===== config.mk =====
export PLATFORM = sky130hd
export DESIGN_NAME = decoder3to8_scan
export DESIGN_NICKNAME = d
export VERILOG_FILES = /design/src/rtl/decoder3to8_scan.sv
export SDC_FILE = /design/constraint.sdc
export NUM_CORES = 1
export LEC_CHECK = 0
export CORE_UTILIZATION = 50
export DETAILED_ROUTE_END_ITERATION = 6
export PLACE_DENSITY_LB_ADDON = 0.1
export SETUP_SLACK_MARGIN = 0.1
export SYNTH_ARGS = -nofsm -noshare
export SYNTH_HDL_FRONTEND = slang
export SYNTH_SLANG_ARGS = --single-unit

===== constraint.sdc =====
create_clock -name clk -period 2.19 [get_ports clk]
set_clock_uncertainty 0.2 [all_clocks]
set_input_delay 0.438 -clock clk [delete_from_list [all_inputs] [get_ports clk]]
set_output_delay 0.438 -clock clk [all_outputs]
set_load 0.03 [all_outputs]

===== src/rtl/decoder3to8_scan.sv =====
// Registered 3-to-8 one-hot decoder with direct (valid/ready) and scan modes.
// Optional build macro DECODER3TO8_HOLD_LAST_EN keeps the last direct value on D after its dwell.
module decoder3to8_scan #(
    parameter int DWELL = 4,
    parameter int CW    = 8
) (
    input  logic       clk,
    input  logic       rst,
    input  logic       E,
    input  logic [2:0] S,
    input  logic       in_valid,
    output logic       in_ready,
    input  logic       scan,
    output logic [7:0] D,
    output logic [2:0] cur,
    output logic       busy
);

    localparam int            DWELL_EFF = (DWELL == 0) ? 1 : DWELL;
    localparam logic [CW-1:0] CNT_LAST  = CW'(DWELL_EFF - 1);

    typedef enum logic [1:0] {
        ST_IDLE,
        ST_HOLD,
        ST_SCAN
    } state_t;

    state_t        state_q, state_d;
    logic [CW-1:0] cnt_q, cnt_d;
    logic [7:0]    d_q, d_d;
    logic [2:0]    cur_q, cur_d;
    logic          busy_q, busy_d;

    logic [2:0]    nxt_idx;
    logic [7:0]    s_onehot;
    logic [7:0]    nxt_onehot;
    logic          dwell_done;

    // cur_q doubles as the scan index; in SCAN it always matches the lit line.
    assign nxt_idx    = cur_q + 3'd1;
    assign dwell_done = (cnt_q == CNT_LAST);

    generate
        for (genvar gi = 0; gi < 8; gi++) begin : g_dec
            assign s_onehot[gi]   = (S == 3'(gi));
            assign nxt_onehot[gi] = (nxt_idx == 3'(gi));
        end
    endgenerate

    always_comb begin
        state_d  = state_q;
        cnt_d    = cnt_q;
        d_d      = d_q;
        cur_d    = cur_q;
        busy_d   = busy_q;
        in_ready = 1'b0;
        if (!E) begin
            state_d = ST_IDLE;
            cnt_d   = '0;
            d_d     = 8'h00;
            cur_d   = 3'd0;
            busy_d  = 1'b0;
        end else begin
            case (state_q)
                ST_IDLE: begin
                    in_ready = ~scan;
                    if (scan) begin
                        state_d = ST_SCAN;
                        cnt_d   = '0;
                        d_d     = 8'h01;
                        cur_d   = 3'd0;
                        busy_d  = 1'b1;
                    end else if (in_valid) begin
                        state_d = ST_HOLD;
                        cnt_d   = '0;
                        d_d     = s_onehot;
                        cur_d   = S;
                        busy_d  = 1'b1;
                    end
                end
                ST_HOLD: begin
                    if (dwell_done) begin
                        state_d = ST_IDLE;
                        cnt_d   = '0;
                        busy_d  = 1'b0;
`ifdef DECODER3TO8_HOLD_LAST_EN
                        d_d     = d_q;
                        cur_d   = cur_q;
`else
                        d_d     = 8'h00;
                        cur_d   = 3'd0;
`endif
                    end else begin
                        cnt_d = cnt_q + CW'(1);
                    end
                end
                ST_SCAN: begin
                    // The current line always finishes its dwell before scan is sampled.
                    if (dwell_done) begin
                        cnt_d = '0;
                        if (scan) begin
                            d_d   = nxt_onehot;
                            cur_d = nxt_idx;
                        end else begin
                            state_d = ST_IDLE;
                            d_d     = 8'h00;
                            cur_d   = 3'd0;
                            busy_d  = 1'b0;
                        end
                    end else begin
                        cnt_d = cnt_q + CW'(1);
                    end
                end
                default: begin
                    state_d = ST_IDLE;
                    cnt_d   = '0;
                    d_d     = 8'h00;
                    cur_d   = 3'd0;
                    busy_d  = 1'b0;
                end
            endcase
        end
    end

    always_ff @(posedge clk or posedge rst) begin
        if (rst) begin
            state_q <= ST_IDLE;
            cnt_q   <= '0;
            d_q     <= 8'h00;
            cur_q   <= 3'd0;
            busy_q  <= 1'b0;
        end else begin
            state_q <= state_d;
            cnt_q   <= cnt_d;
            d_q     <= d_d;
            cur_q   <= cur_d;
            busy_q  <= busy_d;
        end
    end

    assign D    = d_q;
    assign cur  = cur_q;
    assign busy = busy_q;

endmodule


* Word level (Yosys, flattened, before mapping)
Index checks and enable logic that the tools add are counted. Widths: inputs -> output; s select.
Word-level totals: flip-flop bits (word level) 22, bits of input ports 8, output and inout port bits 13, logic and storage cells 70
Cells by class: add/subtract/negate cells 2, eq/ne operators 21, muxes and demuxes 35, bitwise logic cells 1, reductions and logical operators 6
Operators with widths (count):
- $mux 8 | 10
- $eq 3x3->1 const B | 8
- $pmux 8 s3 | 1
- $mux 3 | 6
- $pmux 8 s2 | 1
- $eq 3x2->1 const B | 4
- $mux 2 | 6
- $ne 3x3->1 const B | 3
- $pmux 3 s3 | 1
- $add 8x1->8 const B | 1
- $eq 8x2->1 const B | 1
- $mux 1 | 8
- $eq 3x1->1 const B | 2
- $logic_not 3->1 | 2
- $pmux 2 s3 | 1
- $ne 4x4->1 const B | 1
- $reduce_and 4->1 | 1
- $add 3x1->3 const B | 1
- $pmux 1 s3 | 1
- $reduce_and 3->1 | 1
- $eq 2x1->1 const B | 1
- $eq 2x2->1 const B | 1
- $logic_not 2->1 | 1
- $reduce_or 2->1 | 1
- $not 1->1 | 1

* Logic depth before layout (Yosys ltp)
depth after elaboration 6, gate-level depth with buffers 7, gate-level depth less buffers 6

* Worst setup path after synthesis
Ideal clock, no wire load.
path type register to output, from reg state_q[0], to out in_ready, data arrival time 1.280 ns, data required time 1.552 ns, setup slack 0.272 ns, stages on the path, launching flop included 5, path buffers 0, cell sequence dfrtp_1 -> inv_1 -> ha_1 -> nand2_1 -> nor2_1
Between the ends: cells in the longest elaborated chain, start to end 3
RTL lines:
- start, declared | RTL line 28 | state_t state_q, state_d;
- start signal, assigned | RTL line 133 | state_q <= state_d;
- $logic_not 2->1 | RTL line 64 | case (state_q)
- $mux 1 | RTL line 64
- $mux 1 | RTL line 57 | if (!E) begin
- end, declared | RTL line 12 | output logic in_ready,
Every way passes these cells.

* Worst setup path after layout
from reg busy_q, in the netlist busy, to out busy
RTL lines:
- start, declared | RTL line 32 | logic busy_q, busy_d;
- start signal, assigned | RTL line 137 | busy_q <= busy_d;
- end, declared | RTL line 16 | output logic busy
No word-level cell between the ends.

==> results.yml <==
run_status:
  outcome: "completed"
layout:
  final_common_cell: "dfrtp_1"
  nets: 188
  stdcell_area_um2: 1735
  final_cell_mix: "dfrtp_1, clkdlybuf4s50_1, buf_4"
  drive_above_1_share: 0.1824
  stdcell_count: 200
  area_delta_synth_final_pct: 28.07
  num_antenna_cells: 0
synth:
  synth_cell_types: 38
  synth_cells: 137
  synth_edf_count: 0
  synth_flop_cell: "dfrtp_1"
  synth.area.top_cells: "dfrtp_1, ha_1, o2bb2ai_1, xnor2_1, a21oi_1"
  avgSynthCellArea_um2: 9.891
  netlist_area_um2: 1355
  yosysSeqAreaShare: 0.4063
  synth-async-reset-ratio: 1.000
  synth_fp_nets: 154
  ys_ff_latch: 22
  synth.largest_area_cell: "dfrtp_1"
  synth_top_area_frac: 0.4063
  synth_warnings: 0
setup_path:
  path_cells: "clkdlybuf4s50_1"
  critPathMaxFanout: 3
  end_kind: "output port"
  worstSetupPathType: "reg2out"
  critPathBufInv: 1
  startpoint_type: "flop"
  cp.required_ns: 1.55
  reg2reg_to: "D[7]"
  arrival_ns: 1.38
  r2r_slack_ns: 0.20
  cpLargestDelayFamily: "buffers and inverters"
  r2r_start: "cnt_q[1]"
  cp_slowest_cell: "clkdlybuf4s50_1"
  cp_slowest_stage_delay_ns: 0.68
  r2r_cells: 6
die:
  rows: 18
  dieArea_um2: 2922
  die_w_um: 54.06
  die_y_um: 54.06
  core-area_um2: 2522
  initial_core_util: 0.5372
  ios: 21
timing:
  timing.fmax_mhz: 496.0
  maxSlewViolCount: 0
  hold_viol: 0
  setup_tns_ns: 0
  tightestPinTransition_ns: 0.3748
  period_minus_slack_ns: 2.016
  maxSlewHeadroom: 0.7496
  rsz0062_at_grt: "no"
  final.period_utilization: 0.9206
  setup_viol: 0
global_routing:
  track_usage: 0.2344
  grt_max_degree: 23
  grt_pass1_wl_mm: 4.961
  grt_pass1_vias: 1128
  antenna_found_initial: 0
  grt.overflow.total: 0
drt:
  route.detailed.drc: 0
  drtIter0Drc: 19
  routed-via-count: 1126
  first_pass_iters: 4
  viasPerCell: 5.630
  drt-wirelength-per-cell_um: 15.30
  antenna_left: 0
  routed_wl_mm: 3.059
placed_design:
  dp_cells: 192
  dpl_cell_area_um2: 1644
  gp_congestion: 0.9009
  numPortBuffers: 20
  hpwl_mm: 2.272
clocking:
  cts_tree: "done"
  clockBufferDepth: 2
  clock_latency_ns: 0.30
  cts_sinks: 22
  htreeDepth: 1
  numCtsBuffers: 3
  clock-root-buffer: "clkbuf_4"
  path_clk_slew_ns: 0.13
flow_run:
  cap_violations: 0
worst_hold_path:
  hold_class: "in2async"
pwr:
  peakVddDrop_mv: 0.3653
  power_density_nw_per_um2: 636.6
  p_leak_nw: 0.7491
==> layer usage <==
layer / track usage / vias up / wire length [µm] / share of wire
met3: 0.02825 / 2 / 91 / 0.030
li1: - / 561 / - / -
met2: 0.3580 / 21 / 1384 / 0.45
met1: 0.3385 / 542 / 1569 / 0.51
met4: 0.08120 / 0 / 14 / 0.0046
met5: 0 / - / 0 / 0
==> cells in the mapped netlist, drive strengths merged (4+ instances only) <==
cell,number
ha,9
nand3,5
nor3,6
o2bb2ai,10
inv,7
nand2,12
a21oi,9
xnor2,6
nor2,12
o21ai,4
dfrtp,22
==> worst max path at each step <==
stage	start	endpoint	slack (ns)	cells past startpoint
floorplan	state_q[0]	in_ready	0.27	4
global placement	E	D[0]	0.04	5
detailed placement	E	D[0]	0.01	5
CTS	cnt_q[0]	cur[2]	0.12	6
global route	busy	busy	0.10	1
finish	busy	busy	0.17	1
==> flip-flops by register name, indices dropped and copies added, names as in the netlist <==
signal and cells:
D 8, busy 1, cnt_q 8, cur 3
state_q 2
==> final cells by class <==
type / count / area, µm²
Fill cell: 206 / 787.0
Multi-Input combinational cell: 102 / 770.7
Sequential cell: 22 / 550.5
Timing Repair Buffer: 35 / 314.1
Tap cell: 30 / 37.54
Clock buffer: 4 / 36.28
Inverter: 7 / 26.28
==> cell families (layout without fill, tap and decap cells) <==
logic type      count (synthesis)  count (layout)  share of synthesized area
compound gates                 36              36                     0.2188
xor+xnor                        6               6                    0.03878
fa+ha+maj                       9               9                    0.08310
buf+inv                        13              46                    0.04063
flops                          22              22                     0.4063
mux                             1               1                    0.01108
simple gates                   50              50                     0.2013
==> timing repair <==
item,CTS,global route
gates cloned,0,0
buffers inserted,0,4
hold buffers,0,0
gates resized for setup,2,6
endpoints found under the setup margin,2,20
==> stage by stage <==
step / setup WS [ns] / utilization / hold WS (ns) / power (mW)
2_1_floorplan: 0.2723 / - / 0.2272 / 0.7263
3_3_place_gp: 0.04284 / 0.6518 / 0.2741 / 0.8617
3_5_place_dp: 0.01205 / 0.6518 / 0.2737 / 0.8692
4_1_cts: 0.1171 / 0.6652 / 0.2623 / 1.094
5_1_grt: 0.1039 / 0.6880 / 0.2868 / 1.175
6_report: 0.1739 / 0.6880 / 0.2538 / 1.105
==> power by group <==
group / total (mW) / switching (mW) / leakage, nW / internal (mW)
Combinational: 0.412 / 0.228 / 0.426 / 0.183
Sequential: 0.471 / 0.0328 / 0.302 / 0.438
Clock: 0.222 / 0.121 / 0.0210 / 0.101
Total: 1.10 / 0.382 / 0.749 / 0.723
Note: power is estimated with default switching activity, not from simulation.
